[config.mk]
export PLATFORM = sky130hd
export DESIGN_NAME = tc77_responder_flat
export DESIGN_NICKNAME = d
export VERILOG_FILES = /design/src/rtl/tc77_responder_if.sv /design/src/rtl/tc77_responder.sv /design/src/flat_wrapper.sv
export SDC_FILE = /design/constraint.sdc
export NUM_CORES = 1
export LEC_CHECK = 0
export CELL_PAD_IN_SITES_DETAIL_PLACEMENT = 0
export CELL_PAD_IN_SITES_GLOBAL_PLACEMENT = 2
export CORE_MARGIN = 3
export CORE_UTILIZATION = 30
export DETAILED_ROUTE_END_ITERATION = 10
export DONT_BUFFER_PORTS = 1
export PLACE_DENSITY_LB_ADDON = 0.1
export SLEW_MARGIN = 25
export SYNTH_ARGS = -nofsm -noshare
export SYNTH_HDL_FRONTEND = slang
export SYNTH_SLANG_ARGS = --single-unit
[constraint.sdc]
create_clock -name MCLK -period 2.2 [get_ports MCLK]
set_clock_uncertainty 0.05 [all_clocks]
set_input_delay 0.44 -clock MCLK [delete_from_list [all_inputs] [get_ports MCLK]]
set_output_delay 0.44 -clock MCLK [all_outputs]
set_load 0.1 [all_outputs]
[src/rtl/tc77_responder_if.sv]
// Three-wire TC77 serial bus (nCS / SCK / SIO) between the temperature loader
// (master) and the emulated sensor (slave); SIO is split into pad in/out/enable.
`timescale 1ns/1ps

interface tc77_responder_if;
  logic nCS;
  logic SCK;
  logic SIO_I;
  logic SIO_O;
  logic SIO_OE;

  modport master (
    output nCS,
    output SCK,
    output SIO_I,
    input  SIO_O,
    input  SIO_OE
  );

  modport slave (
    input  nCS,
    input  SCK,
    input  SIO_I,
    output SIO_O,
    output SIO_OE
  );
endinterface

[src/rtl/tc77_responder.sv]
// TC77 temperature-sensor emulator: serialises {temp[12:0], conv, 2'b00} MSB first.
// Define TC77_CFG_WRITE_EN to accept the trailing 16-bit config word (shutdown control).
`timescale 1ns/1ps

module tc77_responder #(
  parameter int          SYNC_STAGES = 2,
  parameter logic [15:0] ID_WORD     = 16'h5400
) (
  input  logic                 MCLK,
  input  logic                 nRESET,
  input  logic [12:0]          TEMP_IN,
  input  logic                 TEMP_VALID,
  tc77_responder_if.slave      spi,
  output logic                 SHUTDOWN,
  output logic                 FRAME_DONE
);

  typedef enum logic [1:0] {IDLE, READ, WRITE, WAIT_CS} state_t;

  logic [SYNC_STAGES-1:0] ncs_sync_reg;
  logic [SYNC_STAGES-1:0] sck_sync_reg;
  logic [SYNC_STAGES-1:0] sio_sync_reg;
  logic                   ncs_prev_reg;
  logic                   sck_prev_reg;

  state_t      state_reg;
  logic [15:0] shift_reg;
  logic [4:0]  bit_cnt_reg;
  logic [4:0]  bit_cnt_next;
  logic        sio_o_reg;
  logic        sio_oe_reg;
  logic        frame_done_reg;
  logic [12:0] hold_reg;
  logic        conv_reg;
  logic        shutdown_w;
  logic [15:0] frame_word;

  logic ncs_s, sck_s, sio_s;
  logic ncs_fall, ncs_rise, sck_rise, sck_fall;

  always_ff @(posedge MCLK or negedge nRESET) begin
    if (!nRESET) begin
      ncs_sync_reg <= '1;
      sck_sync_reg <= '0;
      sio_sync_reg <= '0;
      ncs_prev_reg <= 1'b1;
      sck_prev_reg <= 1'b0;
    end else begin
      ncs_sync_reg <= {ncs_sync_reg[SYNC_STAGES-2:0], spi.nCS};
      sck_sync_reg <= {sck_sync_reg[SYNC_STAGES-2:0], spi.SCK};
      sio_sync_reg <= {sio_sync_reg[SYNC_STAGES-2:0], spi.SIO_I};
      ncs_prev_reg <= ncs_s;
      sck_prev_reg <= sck_s;
    end
  end

  assign ncs_s    = ncs_sync_reg[SYNC_STAGES-1];
  assign sck_s    = sck_sync_reg[SYNC_STAGES-1];
  assign sio_s    = sio_sync_reg[SYNC_STAGES-1];
  assign ncs_fall = ncs_prev_reg & ~ncs_s;
  assign ncs_rise = ~ncs_prev_reg & ncs_s;
  // SCK activity only counts while the chip is selected
  assign sck_rise = ~sck_prev_reg & sck_s & ~ncs_s;
  assign sck_fall = sck_prev_reg & ~sck_s & ~ncs_s;

  assign bit_cnt_next = (bit_cnt_reg == 5'd31) ? 5'd31 : bit_cnt_reg + 5'd1;
  assign frame_word   = shutdown_w ? ID_WORD : {hold_reg, conv_reg, 2'b00};

  // A new sample always wins over the frame-start consume, so conv ends at 1 on a tie
  always_ff @(posedge MCLK or negedge nRESET) begin
    if (!nRESET) begin
      hold_reg <= '0;
      conv_reg <= 1'b0;
    end else if (TEMP_VALID) begin
      hold_reg <= TEMP_IN;
      conv_reg <= 1'b1;
    end else if (state_reg == IDLE && ncs_fall) begin
      conv_reg <= 1'b0;
    end
  end

`ifdef TC77_CFG_WRITE_EN
  logic [15:0] cfg_reg;
  logic [3:0]  cfg_cnt_reg;
  logic        cfg_done_reg;
  logic        shutdown_reg;
  assign shutdown_w = shutdown_reg;
`else
  logic unused_sio;
  assign unused_sio = sio_s;
  assign shutdown_w = 1'b0;
`endif

  always_ff @(posedge MCLK or negedge nRESET) begin
    if (!nRESET) begin
      state_reg      <= IDLE;
      shift_reg      <= '0;
      bit_cnt_reg    <= '0;
      sio_o_reg      <= 1'b0;
      sio_oe_reg     <= 1'b0;
      frame_done_reg <= 1'b0;
`ifdef TC77_CFG_WRITE_EN
      cfg_reg        <= '0;
      cfg_cnt_reg    <= '0;
      cfg_done_reg   <= 1'b0;
      shutdown_reg   <= 1'b0;
`endif
    end else begin
      frame_done_reg <= 1'b0;
      if (state_reg != IDLE && ncs_rise) begin
        state_reg      <= IDLE;
        sio_oe_reg     <= 1'b0;
        frame_done_reg <= (bit_cnt_reg >= 5'd16);
`ifdef TC77_CFG_WRITE_EN
        if (cfg_done_reg) begin
          if (cfg_reg == 16'hFFFF)
            shutdown_reg <= 1'b1;
          else if (cfg_reg == 16'h0000)
            shutdown_reg <= 1'b0;
        end
        cfg_done_reg <= 1'b0;
`endif
      end else begin
        case (state_reg)
          IDLE: begin
            if (ncs_fall) begin
              shift_reg   <= frame_word;
              sio_o_reg   <= frame_word[15];
              sio_oe_reg  <= 1'b1;
              bit_cnt_reg <= '0;
`ifdef TC77_CFG_WRITE_EN
              cfg_cnt_reg  <= '0;
              cfg_done_reg <= 1'b0;
`endif
              state_reg   <= READ;
            end
          end
          READ: begin
            if (sck_rise) begin
              bit_cnt_reg <= bit_cnt_next;
              // bits 1:0 are left floating, as on the real part
              if (bit_cnt_next >= 5'd14)
                sio_oe_reg <= 1'b0;
              if (bit_cnt_next >= 5'd16) begin
`ifdef TC77_CFG_WRITE_EN
                state_reg <= WRITE;
`else
                state_reg <= WAIT_CS;
`endif
              end
            end else if (sck_fall) begin
              shift_reg <= {shift_reg[14:0], 1'b0};
              sio_o_reg <= shift_reg[14];
            end
          end
          WRITE: begin
            sio_oe_reg <= 1'b0;
`ifdef TC77_CFG_WRITE_EN
            if (sck_rise) begin
              cfg_reg     <= {cfg_reg[14:0], sio_s};
              cfg_cnt_reg <= cfg_cnt_reg + 4'd1;
              if (cfg_cnt_reg == 4'd15) begin
                cfg_done_reg <= 1'b1;
                state_reg    <= WAIT_CS;
              end
            end
`else
            state_reg <= WAIT_CS;
`endif
          end
          WAIT_CS: sio_oe_reg <= 1'b0;
          default: state_reg <= IDLE;
        endcase
      end
    end
  end

  assign spi.SIO_O  = sio_o_reg;
  assign spi.SIO_OE = sio_oe_reg;
  assign FRAME_DONE = frame_done_reg;
  assign SHUTDOWN   = shutdown_w;

endmodule

[src/flat_wrapper.sv]
// flat-port wrapper written by rule: the top's interface ports become plain ports
module tc77_responder_flat 
#(
  parameter int          SYNC_STAGES = 2,
  parameter logic [15:0] ID_WORD     = 16'h5400
)
  (MCLK, nRESET, TEMP_IN, TEMP_VALID, SHUTDOWN, FRAME_DONE, spi_nCS, spi_SCK, spi_SIO_I, spi_SIO_O, spi_SIO_OE);
  tc77_responder_if spi_i ();
  input  logic MCLK;
  input  logic nRESET;
  input  logic [12:0] TEMP_IN;
  input  logic TEMP_VALID;
  output logic SHUTDOWN;
  output logic FRAME_DONE;
  input wire logic [$bits(spi_i.nCS)-1:0] spi_nCS;
  input wire logic [$bits(spi_i.SCK)-1:0] spi_SCK;
  input wire logic [$bits(spi_i.SIO_I)-1:0] spi_SIO_I;
  output wire logic [$bits(spi_i.SIO_O)-1:0] spi_SIO_O;
  output wire logic [$bits(spi_i.SIO_OE)-1:0] spi_SIO_OE;
  assign spi_i.nCS = spi_nCS;
  assign spi_i.SCK = spi_SCK;
  assign spi_i.SIO_I = spi_SIO_I;
  assign spi_SIO_O = spi_i.SIO_O;
  assign spi_SIO_OE = spi_i.SIO_OE;
  tc77_responder #(.SYNC_STAGES(SYNC_STAGES), .ID_WORD(ID_WORD)) u_core (.MCLK(MCLK), .nRESET(nRESET), .TEMP_IN(TEMP_IN), .TEMP_VALID(TEMP_VALID), .spi(spi_i), .SHUTDOWN(SHUTDOWN), .FRAME_DONE(FRAME_DONE));
endmodule
# ---- Word-level counts from Yosys, hierarchy flattened
# Index checks and enable logic that the tools add are counted.
# W data, S select, Z words.
dict set report word_totals {
  wordCells 76
  ff_bits 45
  output_inout_bits 4
}
dict set report op_classes {
  mux 25
  addsub 1
  order_cmp 3
  n_bitwise 11
  n_reduce_logical 12
  n_eq_ne 12
}
# operator n
set op_table {}
lappend op_table {{$mux W15} 3}
lappend op_table {{$pmux W15 S2} 1}
lappend op_table {{$mux W5} 3}
lappend op_table {{$ge A5 B5 Y1 const B} 2}
lappend op_table {{$mux W1} 10}
lappend op_table {{$pmux W5 S2} 1}
lappend op_table {{$ne A3 B1 Y1 const B} 3}
lappend op_table {{$mux W2} 4}
lappend op_table {{$reduce_and A4 Y1} 2}
lappend op_table {{$and A1 B1 Y1} 6}
lappend op_table {{$ne A2 B1 Y1 const B} 3}
lappend op_table {{$pmux W2 S3} 1}
lappend op_table {{$reduce_bool A2 Y1} 3}
lappend op_table {{$add A5 B1 Y5 const B} 1}
lappend op_table {{$eq A5 B5 Y1 const B} 1}
lappend op_table {{$ge A5 B4 Y1 const B} 1}
lappend op_table {{$not A1 Y1} 5}
lappend op_table {{$reduce_and A5 Y1} 1}
lappend op_table {{$eq A2 B2 Y1 const B} 2}
lappend op_table {{$reduce_bool A4 Y1} 1}
lappend op_table {{$ne A3 B2 Y1 const B} 1}
lappend op_table {{$pmux W1 S3} 1}
lappend op_table {{$reduce_and A3 Y1} 1}
lappend op_table {{$eq A2 B1 Y1 const B} 1}
lappend op_table {{other kinds (5)} 6}

# ---- Longest topological paths before layout
# Gate-level depths: netlist of the first run.
dict set report depth {
  depth_word 7
  ltp_mapped 8
  depth_no_buf 7
}

# ---- Worst setup path before layout of the first run
# OpenSTA, ideal clock, no wires.
dict set report synth_timing {
  kind {reg2reg}
  start {register u_core.bit_cnt_reg[0]}
  end {register u_core.state_reg[1]}
  path_buffers 0
  period_less_slack_ns 1.748
  slack_ns 0.452
  stages_incl_launch_ff 6
  arrival_time_ns 1.577
  setup_time_ns 0.122
  path_cell_list {dfrtp_1 -> ha_1 -> and3_1 -> nor4b_2 -> and4b_1 -> a32o_1}
}
dict set report synth_between {
  elab_chain_len 5
}
# element line_no
set synth_rtl {}
lappend synth_rtl {{start: declaration} tc77_responder.sv:28} ;# logic [4:0] bit_cnt_reg;
lappend synth_rtl {{start signal: assignment} tc77_responder.sv:140} ;# bit_cnt_reg <= bit_cnt_next;
lappend synth_rtl {{$add A5 B1 Y5 / $eq A5 B5 Y1 (equally long branches)} tc77_responder.sv:66} ;# assign bit_cnt_next = (bit_cnt_reg == 5'd31) ? 5'd31 : bit_cnt_reg + 5'd1;
lappend synth_rtl {{$mux W5 (*)} tc77_responder.sv:66}
lappend synth_rtl {{$ge A5 B5 Y1 (*)} tc77_responder.sv:144} ;# if (bit_cnt_next >= 5'd16) begin
lappend synth_rtl {{$ne A3 B1 Y1 (no source line) (*)} n/a}
lappend synth_rtl {{$reduce_and A4 Y1 (no source line) (*)} n/a}
lappend synth_rtl {{end signal: assignment} tc77_responder.sv:135} ;# state_reg <= READ;
lappend synth_rtl {{end signal: assignment} tc77_responder.sv:148} ;# state_reg <= WAIT_CS;
lappend synth_rtl {{end signal: assignment} tc77_responder.sv:168} ;# state_reg <= WAIT_CS;
lappend synth_rtl {{end: declaration} tc77_responder.sv:26} ;# state_t state_reg;
# Mark *: on every way between the ends. The rest lies on a longest branch, timed or not.
# A chain may end at the register's enable or synchronous reset.

# ---- Worst setup path after layout of the first run
dict set report layout_timing {
  start {register u_core.state_reg[0]}
  end {register u_core.state_reg[1]}
}
dict set report layout_between {
  elab_chain_len 4
}
# element line_no
set layout_rtl {}
lappend layout_rtl {{start signal: assignment} tc77_responder.sv:96} ;# state_reg <= IDLE;
lappend layout_rtl {{start signal: assignment} tc77_responder.sv:111} ;# state_reg <= IDLE;
lappend layout_rtl {{start signal: assignment} tc77_responder.sv:135}
lappend layout_rtl {{$reduce_bool A2 Y1} tc77_responder.sv:110} ;# if (state_reg != IDLE && ncs_rise) begin
lappend layout_rtl {{$logic_and A1 B1 Y1} tc77_responder.sv:110}
lappend layout_rtl {{$ne A3 B1 Y1 (no source line) (tied with other cells)} n/a}
lappend layout_rtl {{$reduce_and A4 Y1 (no source line)} n/a}
# Parallel ways exist; a longest one is shown, timed or not.

==> flow_metrics.env, run 1 <==
export IMPL_wl_per_cell_um=13.6
export IMPL_end_kind="register"
export IMPL_n_antenna_cell=0
export IMPL_slowest_delay_ps=390
export IMPL_synth_seq_cells=43
export IMPL_clockBufferDepth=2
export IMPL_critPathMaxFanout=8
export IMPL_via_count=1200
export IMPL_drc_errors=0
export IMPL_relSlewSlack_pct=39.8
export IMPL_fmax_mhz=513
export IMPL_grt_pass1_wl_mm=5.91
export IMPL_period_minus_slack_ps=1950
export IMPL_clockRootBuffer="clkbuf_8"
export IMPL_yosysWarningCount=0
export IMPL_fin_cells=251
export IMPL_crit_slowest_cell="dfrtp_1"
export IMPL_clk_pin_slew_ps=80
export IMPL_min_delay_path_depth=0
export IMPL_io_buffers=0
export IMPL_p_per_area_nw_per_um2=1200
export IMPL_final_period_utilization_pct=88.6
export IMPL_arrival_ps=2090
export IMPL_yosysSeqAreaShare_pct=55.7
export IMPL_netlist_instances=169
export IMPL_cts_max_level=2
export IMPL_grt_pass1_vias=1297
export IMPL_comb_power_share_pct=33.7
export IMPL_rrSetupSlack_ps=250
export IMPL_p_int_w=0.00170
export IMPL_area_delta_synth_final_pct=12.7
export IMPL_num_rows=28
export IMPL_worstRegToRegCells=6
export IMPL_start_kind="register"
export IMPL_grt_max_degree=44
export IMPL_ant_nets=0
export IMPL_syn_nets=192
export IMPL_hold_violations=0
export IMPL_fin_setup_tns_ps=0
export IMPL_routed_wl_mm=3.41
export IMPL_syn_area_um2=1940
export IMPL_via_per_inst=4.78
export IMPL_p_sw_share_pct=34.8
export IMPL_cts_sinks=43
export IMPL_antenna_found_initial=0
export IMPL_drtIter0Drc=58
export IMPL_dp_cells=241
export IMPL_grtUsageTotal_pct=10.2
export IMPL_initial_core_util_pct=31.8
export IMPL_yosys_most_used_dff="dfrtp_1"
export IMPL_cts_tree="yes"
export IMPL_die_width_um=86.4
export IMPL_cellLeakagePower_nw=0.934
export IMPL_cts_resized=0
export IMPL_outcome="completed"
export IMPL_die_h_um=86.4
export IMPL_drv_cap=0
export IMPL_worstSkewPairLatency_ps=290
export IMPL_rr_endpoint="u_core.state_reg[1]"
export IMPL_worstHoldStart="spi_nCS"
export IMPL_path_cells="inv_1 > ha_1 > nor3b_4 > nor4b_2 > and4b_1 > a32o_1"
export IMPL_finalMaxSlewViolations=0
export IMPL_final_nets=198
export IMPL_worstMarginPinSlew_ps=902
export IMPL_crit_type="reg -> reg"
export IMPL_critPathRequiredTime_ps=2340
export IMPL_cts_made_buffers=5
export IMPL_drive_above_1_share_pct=19.3
export IMPL_cts_setup_buffers=0
export IMPL_whs_endpoint="u_core.ncs_sync_reg[0]"
export IMPL_worst_hold_path_type="in -> reg"
export IMPL_dp_hpwl_mm=2.34
export IMPL_fill_cells=641
export IMPL_power_frac_clock_pct=23.3
export IMPL_pin_count=23
export IMPL_yosys_cell_types_count=33
export IMPL_power_frac_seq_pct=43.0
export IMPL_gr_total_overflow=0
export IMPL_rsz0062_at_grt="false"
export IMPL_synthArstFlopShare_pct=100
export IMPL_r2r_start="u_core.state_reg[0]"
export IMPL_p_sw_w=0.000909
export IMPL_place_congestion=0.694
export IMPL_coreArea_um2=6100
export IMPL_synth_edf_count=0
export IMPL_firstDrtPassIters=4
export IMPL_die_area_um2=7460
export IMPL_vdd_ir_drop_worst_mv=0.452
export IMPL_setup_violations=0
export IMPL_syn_avg_cell_area_um2=11.5
==> how the worst max path moves through the flow <==
stage | startpoint | endpoint | slack (ps) | cells after the start
global placement | u_core.state_reg[0] | u_core.state_reg[1] | 270 | 6
CTS | u_core.state_reg[0] | u_core.state_reg[1] | 230 | 6
finish | u_core.state_reg[0] | u_core.state_reg[1] | 250 | 6
global route | u_core.state_reg[0] | u_core.state_reg[1] | 100 | 6
detailed placement | u_core.state_reg[0] | u_core.state_reg[1] | 260 | 6
floorplan | u_core.bit_cnt_reg[0] | u_core.state_reg[1] | 450 | 5
==> per-layer routing <==
layer	global-route usage [%]	wire [um]	vias to the layer above
met4	3.40	46	0
met3	4.18	129	5
met5	0	0	-
met1	12.8	1550	579
met2	16.0	1690	19
li1	-	-	597
==> final cells by class <==
class	count	area [um2]	area share, %
sequential	43	1080	49.5
multi-input combinational	110	781	35.8
tap	75	93.8	4.30
timing repair buffer	7	87.6	4.01
clock buffer	6	72.6	3.33
clock inverter	2	37.5	1.72
inverter	8	30.0	1.38
==> per-stage QoR <==
stage	area, um2	hold slack, ps	worst slack [ps]	util, %	power [W]
final	2180	82.3	252	35.8	0.00261
after global routing	2180	55.3	101	35.8	0.00283
after CTS	2180	71.3	226	35.8	0.00266
after detailed placement	2030	95.8	262	33.4	0.00201
after global placement	2030	95.9	268	33.4	0.00199
after floorplan	1940	94.4	452	-	0.00183
==> cell families (layout without fill, tap and decap cells) <==
group                      after synthesis  count (layout)  synth area share, %
DFF                                     43              43                 55.7
buffers and inverters                   16              23                 3.94
and+or+nand+nor                         43              43                 12.2
AOI/OAI and AO/OA                       34              34                 9.95
adders and majority gates                4               4                 2.58
muxes                                   28              28                 15.4
other                                    1               1                0.194
==> cells in the mapped netlist, types with 2 or more instances <==
master    number  area (um2)
mux2i_1       14         140
nor2_1        19        71.3
dfstp_2        3        78.8
buf_2          4        20.0
nand2_1        7        26.3
and3_1         3        18.8
o21ai_0        6        30.0
o211ai_1       2        15.0
buf_4          3        22.5
a21oi_1       19        95.1
nand3_1        5        25.0
dfrtp_1       40        1000
ha_1           4        50.1
mux2_2        14         158
inv_1          8        30.0
==> power groups by stage <==
stage	clock network, W	registers [W]	logic [W]
after floorplan	0	0.00118	0.000650
after global placement	0	0.00114	0.000854
after detailed placement	0	0.00114	0.000868
after CTS	0.000641	0.00112	0.000894
after global routing	0.000674	0.00115	0.00100
final	0.000609	0.00112	0.000881
==> worst max-delay path, delay by kind of cell, from the launching register on <==
family                   cells  cell delay, ps
AO/OA/AOI/OAI                1             270
adder cells (fa/ha/maj)      1             370
buffers and inverters        1             100
flip-flops                   1             390
AND/OR/NAND/NOR              3             660
==> cells in the final DEF (no fill, tap or decap), drive strengths merged, types with 2 or more instances in the layout <==
cell type / n
mux2: 14
buf: 6
nand3: 5
and3: 3
a21oi: 19
o211ai: 2
inv: 8
ha: 4
nand2: 7
o21ai: 7
and2: 2
dfrtp: 40
mux2i: 14
clkbuf: 6
dfstp: 3
nor2: 19
==> timing repair <==
item,in CTS,in global routing
hold buffers,2,0
endpoints found under the setup margin,0,0
endpoints found under the hold margin,43,0
No activity file was read; power rests on OpenSTA's default activity.
==> run 2, diff against run 1 <==
CORE_UTILIZATION = 41   (was 30)
==> flow_metrics.env, run 2 (synthesized netlist as in run 1, its figures left out) <==
export IMPL_drv_cap=0
export IMPL_pin_count=23
export IMPL_fill_cells=417
export IMPL_end_kind="register"
export IMPL_die_area_um2=5580
export IMPL_cts_resized=0
export IMPL_clockBufferDepth=2
export IMPL_coreArea_um2=4440
export IMPL_start_kind="register"
export IMPL_grtUsageTotal_pct=13.4
export IMPL_gr_total_overflow=0
export IMPL_r2r_start="u_core.state_reg[0]"
export IMPL_dp_hpwl_mm=2.19
export IMPL_drive_above_1_share_pct=19.3
export IMPL_via_per_inst=5.27
export IMPL_p_per_area_nw_per_um2=1210
export IMPL_rsz0062_at_grt="false"
export IMPL_clk_pin_slew_ps=80
export IMPL_outcome="completed"
export IMPL_critPathRequiredTime_ps=2330
export IMPL_via_count=1202
export IMPL_worst_hold_path_type="in -> reg"
export IMPL_die_width_um=74.7
export IMPL_place_congestion=0.804
export IMPL_cts_made_buffers=5
export IMPL_drc_errors=0
export IMPL_area_delta_synth_final_pct=10.1
export IMPL_cellLeakagePower_nw=0.928
export IMPL_grt_pass1_wl_mm=5.71
export IMPL_clockRootBuffer="clkbuf_8"
export IMPL_gr_usage_met3_pct=3.34
export IMPL_crit_start="u_core.state_reg[0]"
export IMPL_pre_cts_slack_ps=232
export IMPL_cts_sinks=43
export IMPL_fmax_mhz=505
export IMPL_grt_max_degree=44
export IMPL_period_minus_slack_ps=1980
export IMPL_worstSkewPairLatency_ps=290
export IMPL_die_h_um=74.7
export IMPL_multi_input_area_um2=781
export IMPL_relSlewSlack_pct=40.8
export IMPL_grt_busiest_layer="met2"
export IMPL_vdd_ir_drop_worst_mv=0.570
export IMPL_routed_wl_mm=3.25
export IMPL_critPathMaxFanout=8
export IMPL_num_rows=24
export IMPL_seq_area_um2=1080
export IMPL_cts_max_level=2
export IMPL_initial_core_util_pct=43.6
export IMPL_use_met1_pct=16.6
export IMPL_final_common_cell="dfrtp_1"
export IMPL_antenna_found_initial=0
export IMPL_ant_nets=0
export IMPL_cts_tree="yes"
export IMPL_layout_common_cells="dfrtp_1 (40), nor2_1 (19), a21oi_1 (19), mux2_2 (14), mux2i_1 (14)"
export IMPL_firstDrtPassIters=4
export IMPL_grtUsageMet2_pct=22.5
export IMPL_crit_type="reg -> reg"
export IMPL_drtIter0Drc=38
export IMPL_worstMarginPinSlew_ps=887
export IMPL_final_period_utilization_pct=90.0
export IMPL_fin_setup_tns_ps=0
export IMPL_fin_ws_ps=221
export IMPL_wl_per_cell_um=14.3
export IMPL_setup_violations=0
export IMPL_grt_pass1_vias=1298
export IMPL_n_antenna_cell=0
export IMPL_arrival_ps=2110
export IMPL_io_buffers=0
export IMPL_worstHoldStart="spi_nCS"
export IMPL_final_nets=198
export IMPL_hold_violations=0
export IMPL_finalMaxSlewViolations=0
run 2: cell counts in the layout (fill, tap and decap cells not counted):
Identical to the previous run, type by type.
run 2: area by class of cell:
class	instances	share of cell area [%]
Clock buffer	6	3.40
Clock inverter	2	1.76
Sequential cell	43	50.6
Inverter	8	1.41
Multi-Input combinational cell	110	36.6
Timing Repair Buffer	7	3.17
Tap cell	52	3.05
run 2: where the power goes:
| part | internal (W) | switching [W] |
|---|---|---|
| Sequential | 0.000986 | 0.000136 |
| Clock | 0.000339 | 0.000264 |
| Combinational | 0.000361 | 0.000501 |
| Total | 0.00169 | 0.000901 |
run 2: repair_timing:
action | CTS | global route
endpoints found under the setup margin | 0 | 0
buffers inserted | 0 | 0
endpoints found under the hold margin | 43 | 0
hold buffers | 2 | 0
run 2: critical path, stage by stage, from the launching register on:
cell and delay [ps]:
dfrtp_1 390, inv_1 110, ha_1 380, nor3b_4 100, nor4b_2 300, and4b_1 280, a32o_1 270
run 2: per-layer routing:
metal  vias up  share of wire [%]
met5         -                  0
met4         0                1.7
met3         6                2.5
met2        18                 49
met1       578                 47
li1        600                  -
run 2: path summary, 6_finish.rpt:
path                            slack [ps]                     end  depth (start not counted)
worst max-delay path                   220     u_core.state_reg[1]                          6
worst max register to register         220     u_core.state_reg[1]                          6
worst min register to register         300  u_core.sck_sync_reg[1]                          0
worst min-delay path                    80  u_core.ncs_sync_reg[0]                          0
max in group asynchronous             1260  u_core.ncs_sync_reg[0]                          2
min in group asynchronous              580  u_core.sck_sync_reg[1]                          2
run 2: through the flow:
step / instances / total power, W / utilization, % / cell area, um2 / hold slack, ps
after CTS: 228 / 0.00263 / 48.0 / 2130 / 71.3
after floorplan: 169 / 0.00183 / - / 1940 / 94.4
final: 228 / 0.00259 / 48.0 / 2130 / 84.1
after global routing: 228 / 0.00278 / 48.0 / 2130 / 61.6
after global placement: 218 / 0.00196 / 44.8 / 1990 / 95.8
after detailed placement: 218 / 0.00199 / 44.8 / 1990 / 95.6
